<file path="src/rtl/systolic_pkg.sv">
// systolic_pkg: shared state encoding and default sizing for the systolic array sequencer.
// Contents: seq_state_e (IDLE, LOAD, COMPUTE, DRAIN, DONE), default array/operand/command
// sizes, and the index/count widths derived from them.
package systolic_pkg;
    localparam int SA_N       = 16;
    localparam int SA_DW      = 8;
    localparam int SA_MAX_VEC = 256;
    localparam int SA_DRAIN   = 32;
    localparam int SA_IDX_W   = $clog2(SA_N);
    localparam int SA_VEC_W   = $clog2(SA_MAX_VEC + 1);
    typedef enum logic [2:0] {IDLE, LOAD, COMPUTE, DRAIN, DONE} seq_state_e;
endpackage

</file>
<file path="src/rtl/seq_down_counter.sv">
// seq_down_counter: loadable down-counter with a terminal-count (zero) flag.
// Ports: clk, rst (async, active-high), load_i/load_val_i (load wins over dec_i),
// dec_i (decrement by one), cnt_o (current count), tc_o (count is zero).
module seq_down_counter #(
    parameter int W = 4
) (
    input  logic         clk,
    input  logic         rst,
    input  logic         load_i,
    input  logic [W-1:0] load_val_i,
    input  logic         dec_i,
    output logic [W-1:0] cnt_o,
    output logic         tc_o
);
    logic [W-1:0] cnt_q, cnt_d;
    always_comb cnt_d = load_i ? load_val_i : dec_i ? cnt_q - W'(1) : cnt_q;
    always_ff @(posedge clk or posedge rst) begin
        if (rst) cnt_q <= '0;
        else     cnt_q <= cnt_d;
    end
    assign cnt_o = cnt_q;
    assign tc_o  = cnt_q == '0;
endmodule

</file>
<file path="src/rtl/systolic_seq_ctrl.sv">
// systolic_seq_ctrl: per-command sequencer for the systolic array edge. Streams one weight
// tile down the columns (row index N-1..0), issues the input vectors across the rows with
// the buffer switch on the first one, drains the array, then pulses done.
// Ports: clk, rst (async, active-high); cmd_valid/cmd_ready/cmd_num_vec (command in,
// 0 vectors = load-only, clamped to MAX_VECTORS); w_valid/w_ready/w_data (weight rows);
// x_valid/x_ready/x_data (input vectors); sa_accept_w/sa_weight/sa_index (array top edge);
// sa_valid/sa_switch/sa_input (array left edge); busy; done (one-cycle pulse).
// Build option: define SEQ_PERF_CNT_EN to add perf_stall_cycles and perf_busy_cycles.
module systolic_seq_ctrl
    import systolic_pkg::*;
#(
    parameter int SYSTOLIC_ARRAY_WIDTH = SA_N,
    parameter int DATA_WIDTH_IN        = SA_DW,
    parameter int MAX_VECTORS          = SA_MAX_VEC,
    parameter int DRAIN_CYCLES         = SA_DRAIN,
    localparam int BW = SYSTOLIC_ARRAY_WIDTH * DATA_WIDTH_IN,
    localparam int IW = $clog2(SYSTOLIC_ARRAY_WIDTH),
    localparam int VW = $clog2(MAX_VECTORS + 1)
) (
    input  logic          clk,
    input  logic          rst,
    input  logic          cmd_valid,
    output logic          cmd_ready,
    input  logic [VW-1:0] cmd_num_vec,
    input  logic          w_valid,
    output logic          w_ready,
    input  logic [BW-1:0] w_data,
    input  logic          x_valid,
    output logic          x_ready,
    input  logic [BW-1:0] x_data,
    output logic          sa_accept_w,
    output logic [BW-1:0] sa_weight,
    output logic [IW-1:0] sa_index,
    output logic          sa_valid,
    output logic          sa_switch,
    output logic [BW-1:0] sa_input,
    output logic          busy,
    output logic          done
`ifdef SEQ_PERF_CNT_EN
    ,
    output logic [31:0]   perf_stall_cycles,
    output logic [31:0]   perf_busy_cycles
`endif
);
    localparam int DCW = $clog2(DRAIN_CYCLES + 1);
    seq_state_e state_q, state_d;
    logic first_q, first_d, cmd_acc, w_beat, x_beat, last_vec;
    logic idx_tc, vcnt_tc, dcnt_tc;
    logic [IW-1:0] idx, sa_index_q, sa_index_d;
    logic [VW-1:0] vcnt, num_vec;
    logic [DCW-1:0] dcnt_unused;
    logic sa_accept_w_q, sa_accept_w_d, sa_valid_q, sa_valid_d, sa_switch_q, sa_switch_d;
    logic done_q, done_d;
    logic [BW-1:0] sa_weight_q, sa_weight_d, sa_input_q, sa_input_d;

    assign cmd_ready = state_q == IDLE;
    assign w_ready   = state_q == LOAD;
    assign x_ready   = state_q == COMPUTE;
    assign busy      = state_q != IDLE;
    assign cmd_acc   = cmd_valid && cmd_ready;
    assign w_beat    = w_valid && w_ready;
    assign x_beat    = x_valid && x_ready;
    assign last_vec  = x_beat && vcnt == VW'(1);
    assign num_vec   = (cmd_num_vec > VW'(MAX_VECTORS)) ? VW'(MAX_VECTORS) : cmd_num_vec;

    // idx stops at 0 so it never wraps; vcnt keeps num_vec through LOAD for the load-only test.
    seq_down_counter #(.W(IW)) u_idx (
        .clk, .rst, .load_i(cmd_acc), .load_val_i(IW'(SYSTOLIC_ARRAY_WIDTH - 1)),
        .dec_i(w_beat && !idx_tc), .cnt_o(idx), .tc_o(idx_tc)
    );
    seq_down_counter #(.W(VW)) u_vcnt (
        .clk, .rst, .load_i(cmd_acc), .load_val_i(num_vec),
        .dec_i(x_beat), .cnt_o(vcnt), .tc_o(vcnt_tc)
    );
    seq_down_counter #(.W(DCW)) u_dcnt (
        .clk, .rst, .load_i(last_vec), .load_val_i(DCW'(DRAIN_CYCLES - 1)),
        .dec_i(state_q == DRAIN), .cnt_o(dcnt_unused), .tc_o(dcnt_tc)
    );

    always_comb begin
        state_d       = state_q;
        first_d       = cmd_acc ? 1'b1 : x_beat ? 1'b0 : first_q;
        sa_accept_w_d = w_beat;
        sa_weight_d   = w_beat ? w_data : '0;
        sa_index_d    = w_beat ? idx : '0;
        sa_valid_d    = x_beat;
        sa_switch_d   = x_beat && first_q;
        sa_input_d    = x_beat ? x_data : '0;
        done_d        = state_q == DONE;
        case (state_q)
            IDLE:    state_d = cmd_valid ? LOAD : IDLE;
            LOAD:    state_d = (w_beat && idx_tc) ? (vcnt_tc ? DONE : COMPUTE) : LOAD;
            COMPUTE: state_d = last_vec ? DRAIN : COMPUTE;
            DRAIN:   state_d = dcnt_tc ? DONE : DRAIN;
            default: state_d = IDLE;
        endcase
    end

    always_ff @(posedge clk or posedge rst) begin
        if (rst) begin
            state_q       <= IDLE;
            first_q       <= 1'b0;
            sa_accept_w_q <= 1'b0;
            sa_weight_q   <= '0;
            sa_index_q    <= '0;
            sa_valid_q    <= 1'b0;
            sa_switch_q   <= 1'b0;
            sa_input_q    <= '0;
            done_q        <= 1'b0;
        end else begin
            state_q       <= state_d;
            first_q       <= first_d;
            sa_accept_w_q <= sa_accept_w_d;
            sa_weight_q   <= sa_weight_d;
            sa_index_q    <= sa_index_d;
            sa_valid_q    <= sa_valid_d;
            sa_switch_q   <= sa_switch_d;
            sa_input_q    <= sa_input_d;
            done_q        <= done_d;
        end
    end

    assign sa_accept_w = sa_accept_w_q;
    assign sa_weight   = sa_weight_q;
    assign sa_index    = sa_index_q;
    assign sa_valid    = sa_valid_q;
    assign sa_switch   = sa_switch_q;
    assign sa_input    = sa_input_q;
    assign done        = done_q;

`ifdef SEQ_PERF_CNT_EN
    logic [31:0] perf_stall_q, perf_busy_q;
    logic stall;
    assign stall = (w_ready && !w_valid) || (x_ready && !x_valid);
    always_ff @(posedge clk or posedge rst) begin
        if (rst || cmd_acc) begin
            perf_stall_q <= '0;
            perf_busy_q  <= '0;
        end else begin
            if (stall && !(&perf_stall_q)) perf_stall_q <= perf_stall_q + 32'd1;
            if (busy && !(&perf_busy_q))   perf_busy_q  <= perf_busy_q + 32'd1;
        end
    end
    assign perf_stall_cycles = perf_stall_q;
    assign perf_busy_cycles  = perf_busy_q;
`endif
endmodule

</file>
<file path="config.mk">
export PLATFORM = sky130hd
export DESIGN_NAME = systolic_seq_ctrl
export DESIGN_NICKNAME = d
export VERILOG_FILES = /design/src/rtl/systolic_pkg.sv /design/src/rtl/seq_down_counter.sv /design/src/rtl/systolic_seq_ctrl.sv
export SDC_FILE = /design/constraint.sdc
export NUM_CORES = 1
export LEC_CHECK = 0
export CORE_AREA = 2 2 212 214
export CTS_CLUSTER_DIAMETER = 60
export DETAILED_ROUTE_END_ITERATION = 12
export DIE_AREA = 0 0 214 216
export PLACE_DENSITY = 0.47
export SLEW_MARGIN = 30
export SYNTH_ARGS = -nofsm -noshare
export SYNTH_HDL_FRONTEND = slang
export SYNTH_SLANG_ARGS = --single-unit
</file>
<file path="constraint.sdc">
create_clock -name clk -period 21.5 [get_ports clk]
set_clock_uncertainty 0.05 [all_clocks]
set_input_delay 4.3 -clock clk [delete_from_list [all_inputs] [get_ports clk]]
set_output_delay 4.3 -clock clk [all_outputs]
set_load 0.005 [all_outputs]
</file>
==> results of run 1 <==
## through the flow
stage	util (%)	instance area (sq um)	hold slack [ns]	setup slack (ns)	power, W
CTS	38.7	17000	0.439	14.86	0.00165
detailed placement	35.9	15700	0.427	14.60	0.00100
floorplan	-	9670	0.404	9.23	0.000770
global route	38.8	17000	0.455	14.82	0.00171
finish	38.8	17000	0.430	15.02	0.00162
global placement	35.9	15700	0.426	14.32	0.00100
## worst register-to-register path: stages, from the launching register on
cell and delay [ns]:
dfrtp_1 0.52, and4bb_4 0.73, buf_4 0.75, nand2_1 0.23
xnor2_1 0.20, nand2_1 0.07
## registers in the layout, indices dropped and copies added (netlist names)
signal        count
state_q           3
sa_valid          1
u_dcnt.cnt_o      6
sa_accept_w       1
first_q           1
u_vcnt.cnt_o      9
sa_input        128
sa_weight       128
sa_index          4
done              1
sa_switch         1
u_idx.cnt_o       4
## power by group
group	leakage (nW)	internal, W	switching [W]	total [W]
combinational	3.08	0.000204	0.000127	0.000331
sequential	3.86	0.000618	0.0000360	0.000654
clock	0.610	0.000401	0.000233	0.000634
total	7.54	0.00122	0.000397	0.00162
## final cells by class
type	instances	area, sq um	area share, %
flip-flops and latches	287	7180	42.2
repair buffers	544	5450	32.0
multi-input cells	361	2340	13.7
clock buffers	49	1040	6.12
well taps	592	741	4.35
clock inverters	13	218	1.28
inverters	9	41.3	0.243
diodes	2	5.00	0.0294
## worst min path at each step
stage                  from   endpoint  slack (ns)  depth (start not counted)
finish              first_q  sa_switch        0.43                          1
global route        first_q  sa_switch        0.46                          1
CTS                 first_q  sa_switch        0.44                          1
detailed placement  first_q  sa_switch        0.43                          1
global placement    first_q  sa_switch        0.43                          1
floorplan           first_q  sa_switch        0.40                          1
## cell families (layout without fill, tap and decap cells)
logic type | Yosys count | after routing | share of synthesized area (%)
AND/OR/NAND/NOR | 322 | 322 | 20.7
flip-flops | 287 | 287 | 74.3
buffers and inverters | 42 | 615 | 1.73
AO/OA/AOI/OAI | 25 | 25 | 1.73
adder cells (fa/ha/maj) | 7 | 7 | 0.906
XOR/XNOR | 7 | 7 | 0.634
other | 0 | 2 | 0
## metal layers
| metal | vias to the layer above | wire [microns] | GRT usage [%] |
|---|---|---|---|
| li1 | 3266 | - | - |
| met1 | 3345 | 12400 | 15.5 |
| met2 | 314 | 15400 | 22.4 |
| met3 | 55 | 2940 | 5.69 |
| met4 | 2 | 865 | 4.64 |
| met5 | - | 19 | 0 |
## Yosys cell counts, types with 2 or more instances
cell,instances,area (sq um)
nor3_1,5,25.0
nand2_1,14,52.6
nor2_1,7,26.3
a21oi_1,7,35.0
a211oi_1,3,22.5
ha_1,7,87.6
inv_1,9,33.8
nand2b_1,2,12.5
o21ai_1,2,10.0
o211ai_1,3,22.5
nand3b_1,2,15.0
nand4_1,2,12.5
xor2_1,4,35.0
xnor2_1,3,26.3
a311oi_1,3,26.3
and2_1,263,1650
nand4b_1,2,17.5
a31oi_1,2,12.5
clkbuf_1,27,101
nand3_1,8,40.0
dfrtp_1,287,7180
nor3b_1,3,22.5
buf_2,5,25.0
==> run summary, run 1 <==
clk_lat worst skew: 0.53 ns
Reg2Reg Launch Point: state_q[2]
Worst EP arrival: 2.13 ns
Synth Net Count: 967
number of global-route vias before repair: 7327
GRT Overall Usage: 13.5%
P_leak: 7.54 nW
final hold vios: 0
Max stage delay on crit path: 0.60 ns
initial core utilization: 22.1%
asr flop ratio synth: 100%
Synth Register Bits: 287
commonest cells after routing, fill and taps aside: clkdlybuf4s50_1, dfrtp_1, and2_1, clkbuf_16, nand2_1
root buf cell: clkbuf_16
Primary FF master, synth: dfrtp_1
initial drt markers: 397
Peak VDD IR: 50.9 uV
NumNets Final: 1517
TritonCTS Buffers: 37
stages on the worst setup path: 2
max cap viols: 0
drt wl/cell: 17.0 microns
critical path class: reg -> out
Post-Syn Area: 9670 sq um
Critical Path Sink: cmd_ready
Row Count: 77
Clock transition at path regs: 0.06 ns
worst-path cell chain: nor3_1, clkdlybuf4s50_1
crit path launch: state_q[0]
fill cell count: 4274
# clock sinks: 287
chip height: 216 microns
initial antenna violation count: 3
CTS resizes: 0
port bufs: 537
Placer Congestion: 0.763
Slowest-stage cell, CP: clkdlybuf4s50_1
Reg2Reg Depth: 5
Overflow after GRT: 0
Yosys warnings: 0
IO Count: 538
first-pass iteration count of the detailed router: 4
most common cell after layout, fill and taps aside: clkdlybuf4s50_1
drt total wl: 31.6 mm
Slew Limit Fails: 0
largest net degree at the start of global routing: 103
Antenna Violating Nets Remaining: 0
Cell Pwr Density: 95.2 nW/um^2
Slew headroom: 47.9%
r2r setup slk: 18.85 ns
worst r2r dst: u_idx.cnt_o[0]
delay-heaviest family, CP: buffers and inverters
CTS Hold Bufs: 0
status: finished clean
Synth Instances: 690
crit share post-route: 30.2%
RSZ-0062 raised after global routing: no
Area Growth Syn to Fin: 76.0%
WP data required: 17.15 ns
Hold/Removal Path Class: reg -> reg
syn avg cell area: 14.0 sq um
WP buf/inv: 1
via count: 6982
share of cells above drive strength 1: 5.70%
CTS tree: built
Post-synth EDFFs: 0
dpl hpwl: 23.3 mm
detailed-route vias per instance: 3.76
worst slew pin tran: 0.782 ns
first-pass GRT wire length: 47.0 mm
Post-route DRC: 0
maximum fanout along the worst path: 9
die area: 46200 sq um
CP endpoint kind: output port
Placed Instances: 1792
post-CTS setup buffer count: 0
Non-Filler Instances: 1857
min Tclk post-route: 6.48 ns
Seq/Total Area, Yosys: 74.3%
CP Launch Type: flip-flop
Fmax: 154 MHz
synth unique cells: 43
htree depth: 2
core area: 43800 sq um
Final Setup Violations: 0
CTS max path bufs: 3
TNS Setup: 0 ns
Die Span X: 214 microns
Note: power is estimated with default switching activity, not from simulation.
==> run 2, diff against run 1 <==
--- a/config.mk
+++ b/config.mk
@@ -9,7 +9,7 @@
 export CTS_CLUSTER_DIAMETER = 60
 export DETAILED_ROUTE_END_ITERATION = 12
 export DIE_AREA = 0 0 214 216
-export PLACE_DENSITY = 0.47
+export PLACE_DENSITY = 0.49
 export SLEW_MARGIN = 30
 export SYNTH_ARGS = -nofsm -noshare
 export SYNTH_HDL_FRONTEND = slang
==> constraint.sdc (replaced) <==
create_clock -name clk -period 5.44 [get_ports clk]
set_clock_uncertainty 0.05 [all_clocks]
set_input_delay 1.088 -clock clk [delete_from_list [all_inputs] [get_ports clk]]
set_output_delay 1.088 -clock clk [all_outputs]
set_load 0.005 [all_outputs]
==> run 2 against run 1 <==
Utilization rose by 0.12 points; critical path depth is the same; total power grew to 4.0 times the previous value; die area stayed put; worst hold slack improved by 0.011 ns; clock power rose to 4.1 times the previous value; combinational power increased to 4.0 times the previous value; design area rose by 0.30%; via count increased by 1.0%; global-route usage rose by 0.10 points; sequential cell count unchanged.
==> run summary, run 2 (same netlist as run 1, synthesis figures left out) <==
first-pass GRT wire length: 47.8 mm
initial core utilization: 22.1%
Post-route DRC: 0
Min Hold Slack: 0.441 ns
largest net degree at the start of global routing: 147
via count: 7053
worst slew pin tran: 0.877 ns
critical path class: reg -> out
htree depth: 2
Clock transition at path regs: 0.05 ns
Area Growth Syn to Fin: 76.6%
chip height: 216 microns
CTS Hold Bufs: 0
Row Count: 77
P_leak: 7.57 nW
Antenna Violating Nets Remaining: 0
core area: 43800 sq um
detailed-route vias per instance: 3.80
Placed Instances: 1790
number of global-route vias before repair: 7561
Placer Congestion: 0.785
CTS tree: built
post-CTS setup buffer count: 0
CP endpoint kind: output port
TNS Setup: 0 ns
first-pass iteration count of the detailed router: 4
most common cell after layout, fill and taps aside: clkdlybuf4s50_1
Non-Filler Instances: 1858
CP Launch Type: flip-flop
initial drt markers: 436
Worst EP arrival: 2.07 ns
Peak VDD IR: 201 uV
Hold/Removal Path Class: reg -> reg
share of cells above drive strength 1: 5.69%
Slew headroom: 41.5%
max cap viols: 0
crit share post-route: 59.0%
IO Count: 538
port bufs: 537
root buf cell: clkbuf_16
Cell Pwr Density: 380 nW/um^2
Die Span X: 214 microns
CTS resizes: 0
final hold vios: 0
Slew Limit Fails: 0
TritonCTS Buffers: 38
min Tclk post-route: 3.21 ns
status: finished clean
maximum fanout along the worst path: 9
final core utilization: 38.9%
dpl hpwl: 22.9 mm
RSZ-0062 raised after global routing: no
drt total wl: 31.4 mm
Overflow after GRT: 0
clk_lat worst skew: 0.52 ns
CTS max path bufs: 3
pre-CTS setup slack: 1.96 ns
Final Setup Violations: 0
commonest cells after routing, fill and taps aside: clkdlybuf4s50_1, dfrtp_1, and2_1, clkbuf_16, nand2_1
drt wl/cell: 16.9 microns
WP data required: 4.30 ns
initial antenna violation count: 1
GRT Overall Usage: 13.6%
Fmax: 312 MHz
setup slack after layout: 2.23 ns
NumNets Final: 1515
die area: 46200 sq um
# clock sinks: 287
[run 2: cell count changes in the layout (fill, tap and decap cells not counted), sizes merged]
cell,delta
clkbuf,+7
clkinv,-1
clkinvlp,-1
bufinv,-1
buf,-3
inv,+1
diode,-1
[run 2: final timing paths]
| check | slack (ns) | endpoint | from | cells after the start |
|---|---|---|---|---|
| min reg2reg | 0.44 | sa_switch | first_q | 1 |
| max in group asynchronous | 3.55 | sa_index[0] | rst | 3 |
| min in group asynchronous | 1.09 | sa_input[44] | rst | 3 |
| min | 0.44 | sa_switch | first_q | 1 |
| max reg2reg | 3.13 | u_vcnt.cnt_o[6] | state_q[0] | 5 |
| max | 2.23 | cmd_ready | state_q[0] | 2 |
[run 2: worst max-delay path, cell delays in order (launching register included)]
cell             delay, ns
dfrtp_1               0.49
nor3_1                0.46
clkdlybuf4s50_1       0.59
[run 2: layout make-up]
cell class                      count  area (sq um)
Fill cell                        4205         26800
Sequential cell                   287          7180
Timing Repair Buffer              541          5450
Multi-Input combinational cell    361          2340
Clock buffer                       56          1150
Tap cell                          592           741
Clock inverter                     11           170
Inverter                            9          37.5
Antenna cell                        1          2.50
[run 2: power by group]
part	internal, W	switching (W)
Clock	0.00166	0.000936
Sequential	0.00244	0.000139
Combinational	0.000807	0.000504
Total	0.00491	0.00158
[run 2: layer usage]
metal | wire [microns] | track usage (%)
met5 | 0 | 0
met2 | 15500 | 22.8
met1 | 11800 | 15.1
met3 | 3120 | 5.68
met4 | 1020 | 5.66
[run 2: stage by stage]
stage	cell area [sq um]	power [W]
floorplan	9670	0.00304
global placement	15700	0.00395
detailed placement	15700	0.00396
CTS	17100	0.00663
global route	17100	0.00684
finish	17100	0.00649
==> run 3, diff against run 2 <==
==> constraint.sdc (replaced) <==
create_clock -name clk -period 2.75 [get_ports clk]
set_clock_uncertainty 0.05 [all_clocks]
set_input_delay 0.55 -clock clk [delete_from_list [all_inputs] [get_ports clk]]
set_output_delay 0.55 -clock clk [all_outputs]
set_load 0.005 [all_outputs]
==> run 3 against run 2 <==
Register-to-register slack worse by 2.3 ns; critical path type unchanged; total power is 98% higher; global-route usage is 0.23 points higher; via count is 1.1% higher; clock power is 95% higher; first-iteration DRC count is 2.1% higher; sequential cell count stayed put; wire length is 2.7% higher; cell count is 0.32% higher; largest cell class unchanged; non-clock buffer count is 9 higher; combinational power is 100% higher; worst setup slack worse by 2.0 ns.
==> run summary, run 3 (same netlist as run 1, synthesis figures left out) <==
Final Setup Violations: 0
Worst EP arrival: 1.97 ns
setup slack after layout: 0.182 ns
CP endpoint kind: output port
initial drt markers: 445
most common cell after layout, fill and taps aside: clkdlybuf4s50_1
Clock transition at path regs: 0.06 ns
GRT Overall Usage: 13.8%
first-pass GRT wire length: 48.3 mm
post-CTS setup buffer count: 0
Cell Pwr Density: 747 nW/um^2
Placer Congestion: 0.796
Overflow after GRT: 0
first-pass iteration count of the detailed router: 4
WP data required: 2.15 ns
CTS resizes: 0
Slew Limit Fails: 0
initial core utilization: 22.1%
via count: 7134
placed inst area: 15900 sq um
drt wl/cell: 17.3 microns
largest net degree at the start of global routing: 72
CTS tree: built
worst slew pin tran: 0.510 ns
core area: 43800 sq um
commonest cells after routing, fill and taps aside: clkdlybuf4s50_1, dfrtp_1, and2_1, clkbuf_16, nand2_1
worst-path cell chain: nor3b_1, clkdlybuf4s50_1
RSZ-0062 raised after global routing: no
min Tclk post-route: 2.57 ns
number of global-route vias before repair: 7468
Min Hold Slack: 0.384 ns
root buf cell: clkbuf_16
WP buf/inv: 1
IO Count: 538
chip height: 216 microns
htree depth: 2
# clock sinks: 287
Sequential cell area: 7180 sq um
antenna cells: 0
stages on the worst setup path: 2
drt total wl: 32.2 mm
CP Launch Type: flip-flop
clk_lat worst skew: 0.54 ns
TNS Setup: 0 ns
detailed-route vias per instance: 3.83
Hold/Removal Path Class: in -> async
crit share post-route: 93.4%
max cap viols: 0
Area Growth Syn to Fin: 77.6%
Slew headroom: 65.9%
TritonCTS Buffers: 39
dpl hpwl: 24.0 mm
share of cells above drive strength 1: 6.53%
Reg2Reg Depth: 5
Max stage delay on crit path: 0.59 ns
fill cell count: 4251
pre-CTS setup slack: 0.331 ns
fin area: 17200 sq um
Antenna Violating Nets Remaining: 0
status: finished clean
P_leak: 7.61 nW
CTS Hold Bufs: 0
critical path class: reg -> out
NumNets Final: 1525
CTS max path bufs: 3
die area: 46200 sq um
Peak VDD IR: 346 uV
final hold vios: 0
Fmax: 389 MHz
port bufs: 537
multi-input logic area: 2340 sq um
Row Count: 77
Post-route DRC: 0
delay-heaviest family, CP: buffers and inverters
Die Span X: 214 microns
Slowest-stage cell, CP: clkdlybuf4s50_1
initial antenna violation count: 0
maximum fanout along the worst path: 9
[run 3: final timing paths]
path	start	endpoint	slack (ns)
hold / removal	rst	sa_input[33]	0.38
setup reg to reg	state_q[2]	u_vcnt.cnt_o[6]	0.82
setup / recovery	state_q[1]	x_ready	0.18
hold reg to reg	first_q	sa_switch	0.43
min in group clk	first_q	sa_switch	0.43
max in group asynchronous	rst	sa_weight[73]	1.54
[run 3: area by class of cell]
cell class	instances	area share [%]
Clock buffer	55	6.75
Clock inverter	10	0.801
Inverter	9	0.219
Multi-Input combinational cell	361	13.6
Sequential cell	287	41.8
Tap cell	592	4.31
Timing Repair Buffer	550	32.5
[run 3: stage by stage]
stage / cells / total power [W] / utilization, %
floorplan: 690 / 0.00602 / -
global placement: 1799 / 0.00786 / 36.2
detailed placement: 1799 / 0.00788 / 36.2
CTS: 1864 / 0.0131 / 39.2
global route: 1864 / 0.0135 / 39.2
finish: 1864 / 0.0128 / 39.2
[run 3: metal layers]
metal	up-vias	part of all wire [%]	GRT usage, %
met3	53	10	5.85
met4	0	2.7	5.71
met2	347	48	22.7
met1	3450	39	15.7
met5	-	0	0
li1	3284	-	-
[run 3: worst register-to-register path, cell delays in order (launching register included)]
cell and delay, ns:
dfrtp_1 0.50, nor4bb_4 0.38, buf_12 0.21, nand3_1 0.14, o311ai_1 0.31, o221ai_1 0.18
[run 3: power by group]
group	switching, W	internal [W]	leakage (nW)
clock	0.00188	0.00320	0.633
sequential	0.000272	0.00484	3.86
combinational	0.00102	0.00163	3.12
